===== src/rtl/lsu_mem_port_if.sv =====
// Data-memory request/response bus between an LSU port (master) and the memory (slave).
// The memory answers a read combinationally in the same cycle and commits writes at the clock edge.
interface lsu_mem_port_if;

  typedef struct packed {
    logic [31:0] addr;
    logic [31:0] wr_data;
    logic        MemWrite;
    logic        MemRead;
    logic        valid;
  } memReqStruct;

  typedef struct packed {
    logic [31:0] rd_data;
    logic        MemWrite;
    logic        MemRead;
    logic        valid;
  } memRespStruct;

  memReqStruct  mem_req;
  memRespStruct mem_resp;

  modport master (output mem_req, input mem_resp);
  modport slave  (input mem_req, output mem_resp);

endinterface


===== src/rtl/lsu_mem_port.sv =====
// In-order load/store initiator: FIFO of ops, head issued to memory, registered tagged result.
// Optional MISALIGN_TRAP_EN: misaligned head ops pop without a memory access and return res_err.
module lsu_mem_port #(
  parameter int DEPTH = 4,
  parameter int TAG_W = 5
) (
  input  logic                       clk,
  input  logic                       reset,
  input  logic                       flush,
  input  logic                       in_valid,
  output logic                       in_ready,
  input  logic                       in_is_store,
  input  logic [31:0]                in_addr,
  input  logic [31:0]                in_wr_data,
  input  logic [TAG_W-1:0]           in_tag,
  lsu_mem_port_if.master             mem,
  output logic                       res_valid,
  input  logic                       res_ready,
  output logic [TAG_W-1:0]           res_tag,
  output logic                       res_is_store,
  output logic [31:0]                res_data,
  output logic                       res_err,
  output logic [$clog2(DEPTH+1)-1:0] count
);

  localparam int PW = $clog2(DEPTH);
  localparam int CW = $clog2(DEPTH+1);

  logic [PW-1:0]    wr_ptr, rd_ptr;
  logic             st_q   [DEPTH];
  logic [31:0]      addr_q [DEPTH];
  logic [31:0]      wd_q   [DEPTH];
  logic [TAG_W-1:0] tag_q  [DEPTH];

  logic             enq, issue, mem_access;
  logic             head_st, head_mis;
  logic [31:0]      head_addr, head_wd;
  logic [TAG_W-1:0] head_tag;
  logic             unused_resp;

  assign in_ready = (count != CW'(DEPTH)) && !flush;
  assign enq      = in_valid && in_ready;
  // The result register must be free (or freed this cycle) before the head can go out.
  assign issue    = (count != '0) && !flush && (!res_valid || res_ready);

  assign head_st   = st_q[rd_ptr];
  assign head_addr = addr_q[rd_ptr];
  assign head_wd   = wd_q[rd_ptr];
  assign head_tag  = tag_q[rd_ptr];

`ifdef MISALIGN_TRAP_EN
  assign head_mis = (head_addr[1:0] != 2'b00);
`else
  assign head_mis = 1'b0;
`endif

  assign mem_access = issue && !head_mis;

  always_comb begin
    mem.mem_req = '0;
    if (mem_access) begin
      mem.mem_req.valid    = 1'b1;
      mem.mem_req.MemWrite = head_st;
      mem.mem_req.MemRead  = !head_st;
      mem.mem_req.addr     = head_addr;
      mem.mem_req.wr_data  = head_wd;
    end
  end

  assign unused_resp = ^{mem.mem_resp.MemWrite, mem.mem_resp.MemRead, mem.mem_resp.valid};

  always_ff @(posedge clk) begin
    if (enq) begin
      st_q[wr_ptr]   <= in_is_store;
      addr_q[wr_ptr] <= in_addr;
      wd_q[wr_ptr]   <= in_wr_data;
      tag_q[wr_ptr]  <= in_tag;
    end
  end

  always_ff @(posedge clk or posedge reset) begin
    if (reset) begin
      wr_ptr       <= '0;
      rd_ptr       <= '0;
      count        <= '0;
      res_valid    <= 1'b0;
      res_tag      <= '0;
      res_is_store <= 1'b0;
      res_data     <= '0;
`ifdef MISALIGN_TRAP_EN
      res_err      <= 1'b0;
`endif
    end else if (flush) begin
      wr_ptr    <= '0;
      rd_ptr    <= '0;
      count     <= '0;
      res_valid <= 1'b0;
    end else begin
      if (enq) begin
        wr_ptr <= wr_ptr + 1'b1;
      end
      if (issue) begin
        rd_ptr       <= rd_ptr + 1'b1;
        res_valid    <= 1'b1;
        res_tag      <= head_tag;
        res_is_store <= head_st;
        res_data     <= (head_st || head_mis) ? '0 : mem.mem_resp.rd_data;
`ifdef MISALIGN_TRAP_EN
        res_err      <= head_mis;
`endif
      end else if (res_valid && res_ready) begin
        res_valid <= 1'b0;
      end
      count <= count + CW'(enq) - CW'(issue);
    end
  end

`ifndef MISALIGN_TRAP_EN
  assign res_err = 1'b0;
`endif

endmodule


===== src/flat_wrapper.sv =====
// flat-port wrapper written by rule: the top's interface ports become plain ports
module lsu_mem_port_flat 
#(
  parameter int DEPTH = 4,
  parameter int TAG_W = 5
)
  (clk, reset, flush, in_valid, in_ready, in_is_store, in_addr, in_wr_data, in_tag, res_valid, res_ready, res_tag, res_is_store, res_data, res_err, count, mem_mem_req, mem_mem_resp);
  lsu_mem_port_if mem_i ();
  input  logic clk;
  input  logic reset;
  input  logic flush;
  input  logic in_valid;
  output logic in_ready;
  input  logic in_is_store;
  input  logic [31:0] in_addr;
  input  logic [31:0] in_wr_data;
  input  logic [TAG_W-1:0] in_tag;
  output logic res_valid;
  input  logic res_ready;
  output logic [TAG_W-1:0] res_tag;
  output logic res_is_store;
  output logic [31:0] res_data;
  output logic res_err;
  output logic [$clog2(DEPTH+1)-1:0] count;
  output wire logic [$bits(mem_i.mem_req)-1:0] mem_mem_req;
  input wire logic [$bits(mem_i.mem_resp)-1:0] mem_mem_resp;
  assign mem_mem_req = mem_i.mem_req;
  assign mem_i.mem_resp = mem_mem_resp;
  lsu_mem_port #(.DEPTH(DEPTH), .TAG_W(TAG_W)) u_core (.clk(clk), .reset(reset), .flush(flush), .in_valid(in_valid), .in_ready(in_ready), .in_is_store(in_is_store), .in_addr(in_addr), .in_wr_data(in_wr_data), .in_tag(in_tag), .mem(mem_i), .res_valid(res_valid), .res_ready(res_ready), .res_tag(res_tag), .res_is_store(res_is_store), .res_data(res_data), .res_err(res_err), .count(count));
endmodule

===== config.mk =====
export PLATFORM = sky130hd
export DESIGN_NAME = lsu_mem_port_flat
export DESIGN_NICKNAME = d
export VERILOG_FILES = /design/src/rtl/lsu_mem_port_if.sv /design/src/rtl/lsu_mem_port.sv /design/src/flat_wrapper.sv
export SDC_FILE = /design/constraint.sdc
export NUM_CORES = 1
export LEC_CHECK = 0
export CORE_ASPECT_RATIO = 0.5
export CORE_MARGIN = 2
export CORE_UTILIZATION = 53
export DETAILED_ROUTE_END_ITERATION = 12
export GPL_TIMING_DRIVEN = 0
export PLACE_DENSITY = 0.79
export SETUP_SLACK_MARGIN = 0.05
export SYNTH_ARGS = -nofsm -noshare
export SYNTH_HDL_FRONTEND = slang
export SYNTH_SLANG_ARGS = --single-unit

===== constraint.sdc =====
create_clock -name clk -period 4 [get_ports clk]
set_clock_uncertainty 0.2 [all_clocks]
set_input_delay 0.8 -clock clk [delete_from_list [all_inputs] [get_ports clk]]
set_output_delay 0.8 -clock clk [all_outputs]
set_load 0.1 [all_outputs]

## Word level (Yosys, flattened, before mapping)

Memories as Yosys holds them, arrays and structs flattened. A register that Yosys moved wholly into a read port is not among the register bits.
Cells that the tools add are included.

- Add/sub/neg operators: 4
- $mul: 0
- Div/mod/pow operators: 0
- Magnitude comparators: 0
- Eq/ne operators: 1
- Shift operators: 0
- Mux-type cells: 12
- Bitwise gates (word level): 1
- Reduce and logical (&&, ||, !) cells: 14

Operators with widths:

| operator | count |
|---|---|
| $mux W67 | 1 |
| $mux W32 | 1 |
| $mux W2 | 4 |
| $reduce_bool A3 Y1 | 2 |
| $logic_and A1 B1 Y1 | 5 |
| $mux W1 | 5 |
| $add A2 B1 Y2 const B | 2 |
| $reduce_bool A2 Y1 | 2 |
| $add A3 B1 Y3 | 1 |
| $logic_not A1 Y1 | 3 |
| $mux W3 | 1 |
| $ne A3 B3 Y1 const B | 1 |
| $sub A3 B1 Y3 | 1 |
| $reduce_and A2 Y1 | 1 |
| $logic_or A1 B1 Y1 | 1 |
| $not A1 Y1 | 1 |

- Bits in registers: 41
- Bits in latches: 0
- Bits in writable memories: 280
- Bits in read-only memories: 0
- Input port bits: 110
- Output and inout port bits: 111
- Memories kept: 4

Memories:

| memory | depth | width | read ports | clocked after memory_dff | write ports | RTL line | source |
|---|---|---|---|---|---|---|---|
| u_core.addr_q | 4 | 32 | 1 | 0 | 1 | lsu_mem_port.sv:31 | `logic [31:0] addr_q [DEPTH];` |
| u_core.wd_q | 4 | 32 | 1 | 0 | 1 | lsu_mem_port.sv:32 | `logic [31:0] wd_q [DEPTH];` |
| u_core.tag_q | 4 | 5 | 1 | 1 | 1 | lsu_mem_port.sv:33 | `logic [TAG_W-1:0] tag_q [DEPTH];` |
| u_core.st_q | 4 | 1 | 1 | 0 | 1 | lsu_mem_port.sv:30 | `logic st_q [DEPTH];` |

## Depth between registers and ports, before layout

- Depth in word-level cells: 6
- Gate-level depth with buffers: 11
- Depth with buffers taken out: 10

## Worst setup path after synthesis

Ideal clock, no wire load.

- Kind: reg-to-output
- From: reg u_core.count[1]
- To: out mem_mem_req[1]
- Data arrival time: 4,056 ps
- Required time: 3,000 ps
- Path slack: -1,056 ps
- Cell stages (with the launch flop): 3
- Buffers on the path: 0
- Path through: dfrtp_1 nor3_4 nor4_1

- Longest elaborated chain between the ends: 4

RTL lines:

| what | RTL line | source |
|---|---|---|
| from (decl) | lsu_mem_port.sv:23 | `output logic [$clog2(DEPTH+1)-1:0] count` |
| from (signal assigned) | lsu_mem_port.sv:114 | `count <= count + CW'(enq) - CW'(issue);` |
| $reduce_bool A3 Y1 | lsu_mem_port.sv:44 | `assign issue = (count != '0) && !flush && (!res_valid \|\| res_ready);` |
| $logic_and A1 B1 Y1 (2 in series) | lsu_mem_port.sv:44 |  |
| $mux W67 | lsu_mem_port.sv:61 | `if (mem_access) begin` |
| to (decl) | flat_wrapper.sv:25 | `output wire logic [$bits(mem_i.mem_req)-1:0] mem_mem_req;` |

Every way passes these cells.

## Worst setup path in the final report

- From: in res_ready
- To: out mem_mem_req[50]

- Longest elaborated chain between the ends: 3

RTL lines:

| what | RTL line | source |
|---|---|---|
| from (decl) | flat_wrapper.sv:19 | `input logic res_ready;` |
| $logic_or A1 B1 Y1 | lsu_mem_port.sv:44 |  |
| $logic_and A1 B1 Y1 | lsu_mem_port.sv:44 |  |
| $mux W67 | lsu_mem_port.sv:61 |  |

Every way passes these cells.

==> impl_metrics.csv <==
group,metric,value,unit
status,outcome,"complete, no violations",
layout,drive_above_1_share,29.4,%
worst_setup_path,path_max_fanout,10,
die,io_pins,221,
clock_network,clk_path_buf_depth,3,
die,rows,39,
layout,stdcell_count,1190,
global_routing,grt_max_degree,57,
timing,fin_hold_ws,0.307,ns
timing,finalMaxSlewViolations,0,
route,drc,0,
clock_network,cts_hold_buf,0,
route,first_pass_iters,4,
yosys,synthArstFlopShare,14.1,%
power_and_ir_drop,p_switching,5.73,mW
layout,final_cell_mix,"edfxtp_1, clkdlybuf4s50_1, mux4_2",
place,dp.cells,1137,
power_and_ir_drop,ir_drop,482,uV
power_and_ir_drop,comb_power_share,45.1,%
clock_network,cts_tree,"built",
yosys,synth_cell_type_count,30,
yosys,syn_avg_cell_area,20.8,um^2
route,wl,25300,um
layout,final_nets,977,
worst_hold_path,whs_path_depth,1,
place,placed_area,15400,um^2
yosys,synth_seq_cells,326,
clock_network,clock-sinks,326,
layout,layout_commonest_cell,"edfxtp_1",
worst_setup_path,path_common_cell,"buf_4",
clock_network,cts.reportedPaths.clkPinSlew,0.07,ns
die,core_area,23200,um^2
timing,tightest_slew,1.02,ns
yosys,synthFlopType,"edfxtp_1",
power_and_ir_drop,p_leak,5.72,nW
worst_setup_path,end_kind,"output pin",
worst_setup_path,critPathLaunchType,"primary input",
worst_setup_path,cp.arrival,2.81,ns
clock_network,post_cts_resize_count,375,
yosys,synth_nets,726,
global_routing,grt_pass1_wl,39800,um
global_routing,overflow,0,
global_routing,grtUsageTotal,20.7,%
global_routing,grt_pass1_vias,6989,
worst_hold_path,min_path_type,"reg -> reg",
route,ant_nets,0,
power_and_ir_drop,clkPwrFrac,22.8,%
clock_network,cts_made_buffers,28,
clock_network,post_cts_buffers,0,
worst_setup_path,critPathKind,"in -> out",
die,initial_core_util,54.7,%
die,die_w,223,um
timing,min_period_over_period,95.3,%
place,numPortBuffers,216,
timing,min_period,3.81,ns
yosys,synth_cells,609,
timing,slew_headroom,31.8,%
timing,fmax,262,MHz
worst_setup_path,path_cells,"clkdlybuf4s50_1, nor2b_1, nor3_2, buf_4, clkbuf_1, and2_1, buf_4",
worst_setup_path,crit_path_max_incr_delay,0.45,ns
layout,finalInstanceArea,16300,um^2
worst_setup_path,slowest_stage,"clkdlybuf4s50_1",
die,die_area,25300,um^2
power_and_ir_drop,pwr_density_cell,825,nW/um^2
place,place_congestion,0.725,
worst_setup_path,r2r_slack,1.14,ns
yosys,yosysWarnings,0,
die,die_h,113,um
route,wl_per_cell,21.3,um
timing,setup_viol,0,
timing,hold_viol,0,
clock_network,clock_latency,0.54,ns
route,drt_iter0_markers,440,
power_and_ir_drop,switching_share,42.6,%
global_routing,antenna_found_initial,1,
clock_network,cts_max_level,1,
clock_network,cts-root-buf,"clkbuf_16",
power_and_ir_drop,p_int,7.73,mW
job,drv_cap,0,
yosys,netlist_area,12700,um^2
power_and_ir_drop,p_seq_share,32.0,%
worst_setup_path,required,3.00,ns
timing,rsz0062_at_grt,"false",
yosys,synth-edff-count,280,
layout,area_growth,28.6,%
yosys,seq_area_frac_synth,75.3,%
route,vias_per_cell,5.40,
place,hpwl,16100,um
worst_setup_path,rr_worst_depth,11,
route,vias,6422,
==> routing by layer <==
metal / vias up / GRT usage [%] / part of all wire, %
li1: 2887 / - / -
met1: 3318 / 26.9 / 41
met2: 185 / 37.0 / 53
met3: 32 / 3.81 / 4.5
met4: 0 / 4.70 / 1.6
met5: - / 0 / 0
==> synthesized netlist by cell type, drive strengths merged (2+ instances only) <==
cell      n  area, um^2
inv       9        33.8
mux4     70        1580
clkbuf   14        52.6
dfrtp    46        1150
and2     70         438
buf      19         134
a21oi     4        20.0
ha        6        75.1
nor2b    32         200
nor3      3        31.3
mux2     39         443
nor2      4        15.0
and2b     2        15.0
edfxtp  280        8410
==> power groups by stage <==
stage	Clock (mW)	Sequential [mW]	Combinational, mW
after floorplan	0	5.86	3.22
after global placement	0	4.38	6.11
after detailed placement	0	4.38	6.19
after CTS	3.13	4.32	6.15
after global routing	3.27	4.35	6.33
final	3.07	4.31	6.08
==> flip-flops by register name (all words and copies together), names as in the netlist <==
| register | cells |
|---|---|
| u_core.res_data | 32 |
| u_core.st_q | 4 |
| u_core.count | 3 |
| u_core.wr_ptr | 2 |
| u_core.tag_q | 20 |
| u_core.res_tag | 5 |
| u_core.res_is_store | 1 |
| u_core.addr_q | 128 |
| u_core.rd_ptr | 2 |
| u_core.wd_q | 128 |
| u_core.res_valid | 1 |
==> kinds of logic after synthesis <==
family	Yosys count	share of synthesized area, %
AO/OA/AOI/OAI	7	0.355
XOR/XNOR	1	0.0690
adder cells (fa/ha/maj)	7	0.749
buffers and inverters	42	1.74
flip-flops	326	75.3
multiplexers	110	16.0
other	1	0.0296
AND/OR/NAND/NOR	115	5.72
==> critical path, delay by kind of cell <==
kind                   cells  cell delay (ns)
buffers and inverters      4             1.37
AND/OR/NAND/NOR            3             0.63
==> per-stage QoR <==
step	util (%)	power, mW	setup TNS [ns]	worst slack, ns
floorplan	-	9.08	0	0.0502
global placement	65.8	10.5	-340.29	-1.40
detailed placement	66.4	10.6	-50.35	-0.893
CTS	70.4	13.6	0	0.0978
global route	70.4	14.0	0	0.0553
finish	70.4	13.5	0	0.187
==> cell type report <==
| type | instances | area, um^2 |
|---|---|---|
| fillers | 1502 | 6860 |
| clock inverters | 22 | 347 |
| inverters | 9 | 33.8 |
| diodes | 1 | 2.50 |
| flip-flops and latches | 326 | 9560 |
| clock buffers | 30 | 708 |
| repair buffers | 221 | 2170 |
| multi-input cells | 241 | 2920 |
| plain buffers | 33 | 195 |
| well taps | 307 | 384 |
==> final timing paths <==
path,endpoint,start
min reg2reg,u_core.res_data[20],u_core.res_data[20]
min,u_core.res_data[20],u_core.res_data[20]
max,mem_mem_req[50],res_ready
max in group asynchronous,u_core.res_data[20],reset
max reg2reg,u_core.count[2],u_core.res_valid
min in group asynchronous,u_core.res_tag[2],reset
Note: power is estimated with default switching activity, not from simulation.
